**config.mk**
```make
export PLATFORM = sky130hd
export DESIGN_NAME = lpc_reg_bank_flat
export DESIGN_NICKNAME = d
export VERILOG_FILES = /design/src/rtl/lpc_reg_bank_if.sv /design/src/rtl/lpc_reg_bank.sv /design/src/flat_wrapper.sv
export SDC_FILE = /design/constraint.sdc
export NUM_CORES = 1
export LEC_CHECK = 0
export BUFFER_PORTS_ARGS = -buffer_cell sky130_fd_sc_hd__clkbuf_2
export CORE_AREA = 5 5 318 320
export CTS_BUF_LIST = sky130_fd_sc_hd__clkbuf_8
export DETAILED_ROUTE_END_ITERATION = 8
export DIE_AREA = 0 0 323 325
export PLACE_DENSITY = 0.3
export SYNTH_ARGS = -nofsm -noshare
export SYNTH_HDL_FRONTEND = slang
export SYNTH_SLANG_ARGS = --single-unit
export TNS_END_PERCENT = 10
```
**constraint.sdc**
```tcl
create_clock -name LpcClock -period 0.9 [get_ports LpcClock]
set_input_delay 0.045 -clock LpcClock [delete_from_list [all_inputs] [get_ports LpcClock]]
set_output_delay 0.045 -clock LpcClock [all_outputs]
set_load 0.03 [all_outputs]
```
**src/rtl/lpc_reg_bank_if.sv**
```systemverilog
// LPC-side register bus between the slave decoder and the register bank.
// The master drives address, strobes and write data; the bank returns registered read data.
interface lpc_reg_bank_if #(
  parameter int ADDR_W = 8
);
  logic [ADDR_W-1:0] Addr;
  logic              Wr;
  logic              Rd;
  logic [7:0]        DataWrSW;
  logic [7:0]        DataRd;
  logic              RdValid;

  modport master (output Addr, Wr, Rd, DataWrSW, input DataRd, RdValid);
  modport slave  (input Addr, Wr, Rd, DataWrSW, output DataRd, RdValid);
endinterface

```
**src/rtl/lpc_reg_bank.sv**
```systemverilog
// Parametrised LPC register bank with per-bit attributes (hardware-owned, write-1-to-clear, read/write, constant),
// a registered read port, per-register write strobes and a maskable interrupt.
module lpc_reg_bank #(
  parameter int                     NUM_REGS     = 32,
  parameter int                     ADDR_W       = 8,
  parameter logic [NUM_REGS*8-1:0]  RESET_VAL    = '0,
  parameter logic [NUM_REGS*8-1:0]  HW_MASK      = '0,
  parameter logic [NUM_REGS*8-1:0]  W1C_MASK     = '0,
  parameter logic [NUM_REGS*8-1:0]  RW_MASK      = '0,
  parameter int                     IRQ_STAT_IDX = 2,
  parameter int                     IRQ_EN_IDX   = 3
) (
  input  logic                  PciReset,
  input  logic                  LpcClock,
  lpc_reg_bank_if.slave         lpcBus,
  input  logic [NUM_REGS*8-1:0] HwVal,
  input  logic [NUM_REGS*8-1:0] HwEvent,
  output logic [NUM_REGS-1:0]   WrPulse,
  output logic [NUM_REGS*8-1:0] RegFlat,
  output logic                  Irq
);

  localparam logic [7:0] IrqStatMask = W1C_MASK[8*IRQ_STAT_IDX +: 8];

  logic [NUM_REGS*8-1:0] regQ;
  logic [NUM_REGS*8-1:0] regD;
  logic [NUM_REGS-1:0]   wrSel;
  logic [7:0]            rdMux;
  logic [7:0]            dataRdQ;
  logic                  rdValidQ;
  logic                  irqQ;
  logic                  irqNext;

  // Full-width address compare, so out-of-range writes select nothing
  // and out-of-range reads fall through to the all-ones default.
  always_comb begin
    wrSel = '0;
    rdMux = 8'hFF;
    for (int i = 0; i < NUM_REGS; i++) begin
      if (lpcBus.Addr == ADDR_W'(i)) begin
        wrSel[i] = lpcBus.Wr;
        rdMux    = regQ[8*i +: 8];
      end
    end
  end

  // Bit class priority: HW, then W1C (set beats clear), then RW, else constant.
  always_comb begin
    regD = regQ;
    for (int i = 0; i < NUM_REGS; i++) begin
      for (int b = 0; b < 8; b++) begin
        if (HW_MASK[8*i+b]) begin
          regD[8*i+b] = HwVal[8*i+b];
        end else if (W1C_MASK[8*i+b]) begin
          regD[8*i+b] = (regQ[8*i+b] & ~(wrSel[i] & lpcBus.DataWrSW[b])) | HwEvent[8*i+b];
        end else if (RW_MASK[8*i+b]) begin
          regD[8*i+b] = wrSel[i] ? lpcBus.DataWrSW[b] : regQ[8*i+b];
        end else begin
          regD[8*i+b] = RESET_VAL[8*i+b];
        end
      end
    end
  end

  assign irqNext = |(regQ[8*IRQ_STAT_IDX +: 8] & IrqStatMask & regQ[8*IRQ_EN_IDX +: 8]);

  always_ff @(posedge LpcClock or negedge PciReset) begin
    if (!PciReset) begin
      regQ     <= RESET_VAL;
      dataRdQ  <= 8'h00;
      rdValidQ <= 1'b0;
      WrPulse  <= '0;
      irqQ     <= 1'b0;
    end else begin
      regQ     <= regD;
      rdValidQ <= lpcBus.Rd;
      WrPulse  <= wrSel;
      irqQ     <= irqNext;
      if (lpcBus.Rd) begin
        dataRdQ <= rdMux;
      end
    end
  end

  assign lpcBus.DataRd  = dataRdQ;
  assign lpcBus.RdValid = rdValidQ;
  assign RegFlat        = regQ;
  assign Irq            = irqQ;

endmodule

```
**src/flat_wrapper.sv**
```systemverilog
// flat-port wrapper written by rule: the top's interface ports become plain ports
module lpc_reg_bank_flat 
#(
  parameter int                     NUM_REGS     = 32,
  parameter int                     ADDR_W       = 8,
  parameter logic [NUM_REGS*8-1:0]  RESET_VAL    = '0,
  parameter logic [NUM_REGS*8-1:0]  HW_MASK      = '0,
  parameter logic [NUM_REGS*8-1:0]  W1C_MASK     = '0,
  parameter logic [NUM_REGS*8-1:0]  RW_MASK      = '0,
  parameter int                     IRQ_STAT_IDX = 2,
  parameter int                     IRQ_EN_IDX   = 3
)
  (PciReset, LpcClock, HwVal, HwEvent, WrPulse, RegFlat, Irq, lpcBus_Addr, lpcBus_Wr, lpcBus_Rd, lpcBus_DataWrSW, lpcBus_DataRd, lpcBus_RdValid);
  lpc_reg_bank_if #(.ADDR_W(ADDR_W)) lpcBus_i ();
  input  logic PciReset;
  input  logic LpcClock;
  input  logic [NUM_REGS*8-1:0] HwVal;
  input  logic [NUM_REGS*8-1:0] HwEvent;
  output logic [NUM_REGS-1:0] WrPulse;
  output logic [NUM_REGS*8-1:0] RegFlat;
  output logic Irq;
  input wire logic [$bits(lpcBus_i.Addr)-1:0] lpcBus_Addr;
  input wire logic [$bits(lpcBus_i.Wr)-1:0] lpcBus_Wr;
  input wire logic [$bits(lpcBus_i.Rd)-1:0] lpcBus_Rd;
  input wire logic [$bits(lpcBus_i.DataWrSW)-1:0] lpcBus_DataWrSW;
  output wire logic [$bits(lpcBus_i.DataRd)-1:0] lpcBus_DataRd;
  output wire logic [$bits(lpcBus_i.RdValid)-1:0] lpcBus_RdValid;
  assign lpcBus_i.Addr = lpcBus_Addr;
  assign lpcBus_i.Wr = lpcBus_Wr;
  assign lpcBus_i.Rd = lpcBus_Rd;
  assign lpcBus_i.DataWrSW = lpcBus_DataWrSW;
  assign lpcBus_DataRd = lpcBus_i.DataRd;
  assign lpcBus_RdValid = lpcBus_i.RdValid;
  lpc_reg_bank #(.NUM_REGS(NUM_REGS), .ADDR_W(ADDR_W), .RESET_VAL(RESET_VAL), .HW_MASK(HW_MASK), .W1C_MASK(W1C_MASK), .RW_MASK(RW_MASK), .IRQ_STAT_IDX(IRQ_STAT_IDX), .IRQ_EN_IDX(IRQ_EN_IDX)) u_core (.PciReset(PciReset), .LpcClock(LpcClock), .lpcBus(lpcBus_i), .HwVal(HwVal), .HwEvent(HwEvent), .WrPulse(WrPulse), .RegFlat(RegFlat), .Irq(Irq));
endmodule
```
==> run_results.csv <==
group,metric,value,unit
run_status,status,"finished with violations",
run_status,failed_checks,"setup timing",
global_route,grt_pass1_wl,9920,um
setup_path,critPathBufInv,1,
floorplanning,row_count,115,
sta,setup_viol,15,
synth,synth_compound_area_share,0.155,%
drt,drtIter0Drc,53,
floorplanning,die_width,323,um
setup_path,worstPathArrival,0.93,ns
synth,synth.cell_area,3230,um^2
place,place_congestion,0.628,
sta,fin_skew,0,ns
sta,fmax,1.02,GHz
setup_path,crit_type,"register to output port",
pwr,total_leakage_power,1.81,nW
setup_path,crit_path_top_delay_cell,"dfrtp_2",
setup_path,startpoint_type,"register",
layout,multi_input_area,1430,um^2
synth,synthMuxAreaShare,0,%
synth,yosys.area.top_type,"buf_4",
setup_path,required,0.85,ns
synth,synth_adder_area_share,0,%
sta,rsz0062_at_grt,"true",
setup_path,cp_max_fo,9,
hold_path,whs_path_depth,3,
place,detailed_place_hpwl,5700,um
drt,drt-total-wl,6940,um
clock_network,clock_latency,0.28,ns
setup_path,max_stage_delay,0.45,ns
pwr,peakVddDrop,0.448,mV
clock_network,cts_buffer_depth,2,
setup_path,cp.depth,1,
floorplanning,io_pins,830,
synth,ys_ff_latch,34,
place,pre_cts_slack,-0.439,ns
setup_path,critPathTopFamily,"flip-flops",
hold_path,holdCritPathClass,"primary input to register",
global_route,first_global_vias,1839,
place,port_buffers,52,
synth,synth_top_area_share,61.4,%
floorplanning,fp.dieArea,105000,um^2
layout,seqCellArea,852,um^2
floorplanning,die_h,325,um
setup_path,crit_chain,"clkbuf_4",
run,cap_viol_max_count,0,
synth,synth_edf_count,0,
synth,synth_area_leaders,"buf_4 61%, dfrtp_1 26%, nor4_2 3.9%",
layout,area_growth,43.6,%
drt,wl_per_cell,4.06,um
global_route,grtUsageTotal,1.25,%
synth,synthFlopType,"dfrtp_1",
clock_network,cts_tree,"yes",
sta,min_period,0.976,ns
sta,worst_slack,-0.0765,ns
clock_network,cts_root_buf,"clkbuf_8",
drt,via_per_inst,1.02,
drt,vias,1750,
sta,finalCritPeriodShare,108,%
floorplanning,core_area,97800,um^2
sta,drv_slew,0,
synth,syn_avg_cell_area,9.09,um^2
drt,dr.pass1.iters,4,
synth,synthArstFlopShare,100,%
clock_network,cts.sinks,34,
global_route,antenna_found_initial,1,
synth,ys_seq_area_share,26.4,%
clock_network,cts_buffers,5,
drt,final_antenna_net_count,0,
layout,drive_gt1_share,25.5,%
drt,drcViolationCount,0,
setup_path,cp-end-kind,"output port",
synth,synth_cell_types,21,
global_route,grt-ovfl-total,0,
sta,whs,0.0562,ns
sta,final_hold_viol_count,0,
synth,yosysWarnings,0,
synth,yosys.area_share.simple,10.4,%
layout,nFillCells,11600,
synth,synthCells,355,
floorplanning,start_util,3.30,%
clock_network,htree_levels,2,
clock_network,path_clk_slew,0.07,ns
clock_network,cts_setup_buffers,0,
layout,nets,951,
synth,synth_top_family_by_area,"buffers and inverters",
synth,synthXorXnorAreaFrac,0,%
pwr,power_density,976,nW/um^2
global_route,grt_max_degree,35,
setup_path,reg2reg_depth,2,
## Yosys cell counts (2+ instances only)
master      n
buf_2       2
nand2_1     2
nor4_2     10
clkbuf_1    2
nand3b_1    2
buf_6       2
dfrtp_1    34
nor3_1     17
buf_4     264
nor4_1      6
nand2b_1    4
## power breakdown
group	internal (mW)	total (mW)	switching, mW
registers	1.54	1.54	0.00706
clock network	0.606	1.15	0.547
logic	0.144	1.83	1.68
## registers in the layout (all words and copies together) (netlist names)
signal	cells
u_core.WrPulse	32
u_core.lpcBus.DataRd	1
u_core.lpcBus.RdValid	1
## timing repair
action / CTS / global route
hold endpoints to repair: 36 / 0
hold buffers: 2 / 0
gates resized for setup: 50 / 42
pin swaps: 1 / 4
endpoints found under the setup margin: 34 / 55
## routing by layer
| layer | up-vias | global-route usage (%) | part of all wire, % |
|---|---|---|---|
| met5 | - | 0 | 0 |
| met4 | 0 | 0.765 | 2.2 |
| met3 | 2 | 0.342 | 16 |
| met2 | 234 | 2.16 | 48 |
| met1 | 788 | 1.35 | 34 |
| li1 | 726 | - | - |
## per-stage QoR
stage	power, mW	instances	util, %	TNS [ns]	area, um^2
finish	4.52	1708	4.73	-0.725	4630
global route	4.75	1708	4.73	-1.59	4630
CTS	4.52	1707	4.64	-1.10	4540
detailed placement	3.31	1697	4.32	-9.00	4220
global placement	3.32	1697	4.32	-8.51	4220
floorplan	4.00	611	-	-5.71	4200
## final cells by class
type	count	area share [%]
well taps	1287	34.8
multi-input cells	305	30.8
flip-flops and latches	34	18.4
repair buffers	73	14.0
clock buffers	6	1.78
clock inverters	2	0.189
diodes	1	0.0540
## path summary, 6_finish.rpt
path	start	to	slack, ns
worst max-delay path	u_core.lpcBus.DataRd[6]	lpcBus_DataRd[7]	-0.08
worst min-delay path	lpcBus_Addr[6]	u_core.lpcBus.DataRd[6]	0.06
worst min register to register	u_core.lpcBus.DataRd[6]	u_core.lpcBus.DataRd[6]	0.63
min in group asynchronous	PciReset	u_core.WrPulse[6]	0.27
worst max register to register	u_core.lpcBus.DataRd[6]	u_core.lpcBus.DataRd[6]	0.17
max in group asynchronous	PciReset	u_core.lpcBus.DataRd[6]	0.41
## cells by family (layout without fill, tap and decap cells)
kind of cell / count (synthesis) / in the layout
buffers and inverters: 272 / 81
AO/OA/AOI/OAI: 1 / 1
flip-flops: 34 / 34
AND/OR/NAND/NOR: 47 / 47
other: 1 / 258
## layout by cell type (no fill, tap or decap)
| cell type | netlist | routed |
|---|---|---|
| nor4_4 | 0 | 4 |
| buf_12 | 0 | 4 |
| or2_2 | 1 | 1 |
| buf_2 | 2 | 10 |
| dfrtp_1 | 34 | 33 |
| clkbuf_2 | 1 | 14 |
| inv_1 | 0 | 1 |
| nand3_1 | 1 | 1 |
| buf_4 | 264 | 21 |
| a21oi_1 | 1 | 1 |
| or3b_2 | 1 | 1 |
| clkinv_2 | 0 | 1 |
| or3_1 | 1 | 1 |
| conb_1 | 1 | 257 |
| buf_8 | 0 | 14 |
| nand2b_1 | 4 | 4 |
| or4b_4 | 0 | 1 |
| diode_2 | 0 | 1 |
| clkbuf_8 | 0 | 6 |
| dfrtp_2 | 0 | 1 |
| nor2_1 | 1 | 1 |
| dlygate4sd3_1 | 0 | 2 |
| nand2_1 | 2 | 2 |
| nor3_2 | 0 | 9 |
| nor3_1 | 17 | 8 |
| nor4_2 | 10 | 12 |
| nand3b_1 | 2 | 2 |
| clkbuf_4 | 0 | 8 |
Power figures use the tool's default switching activity.
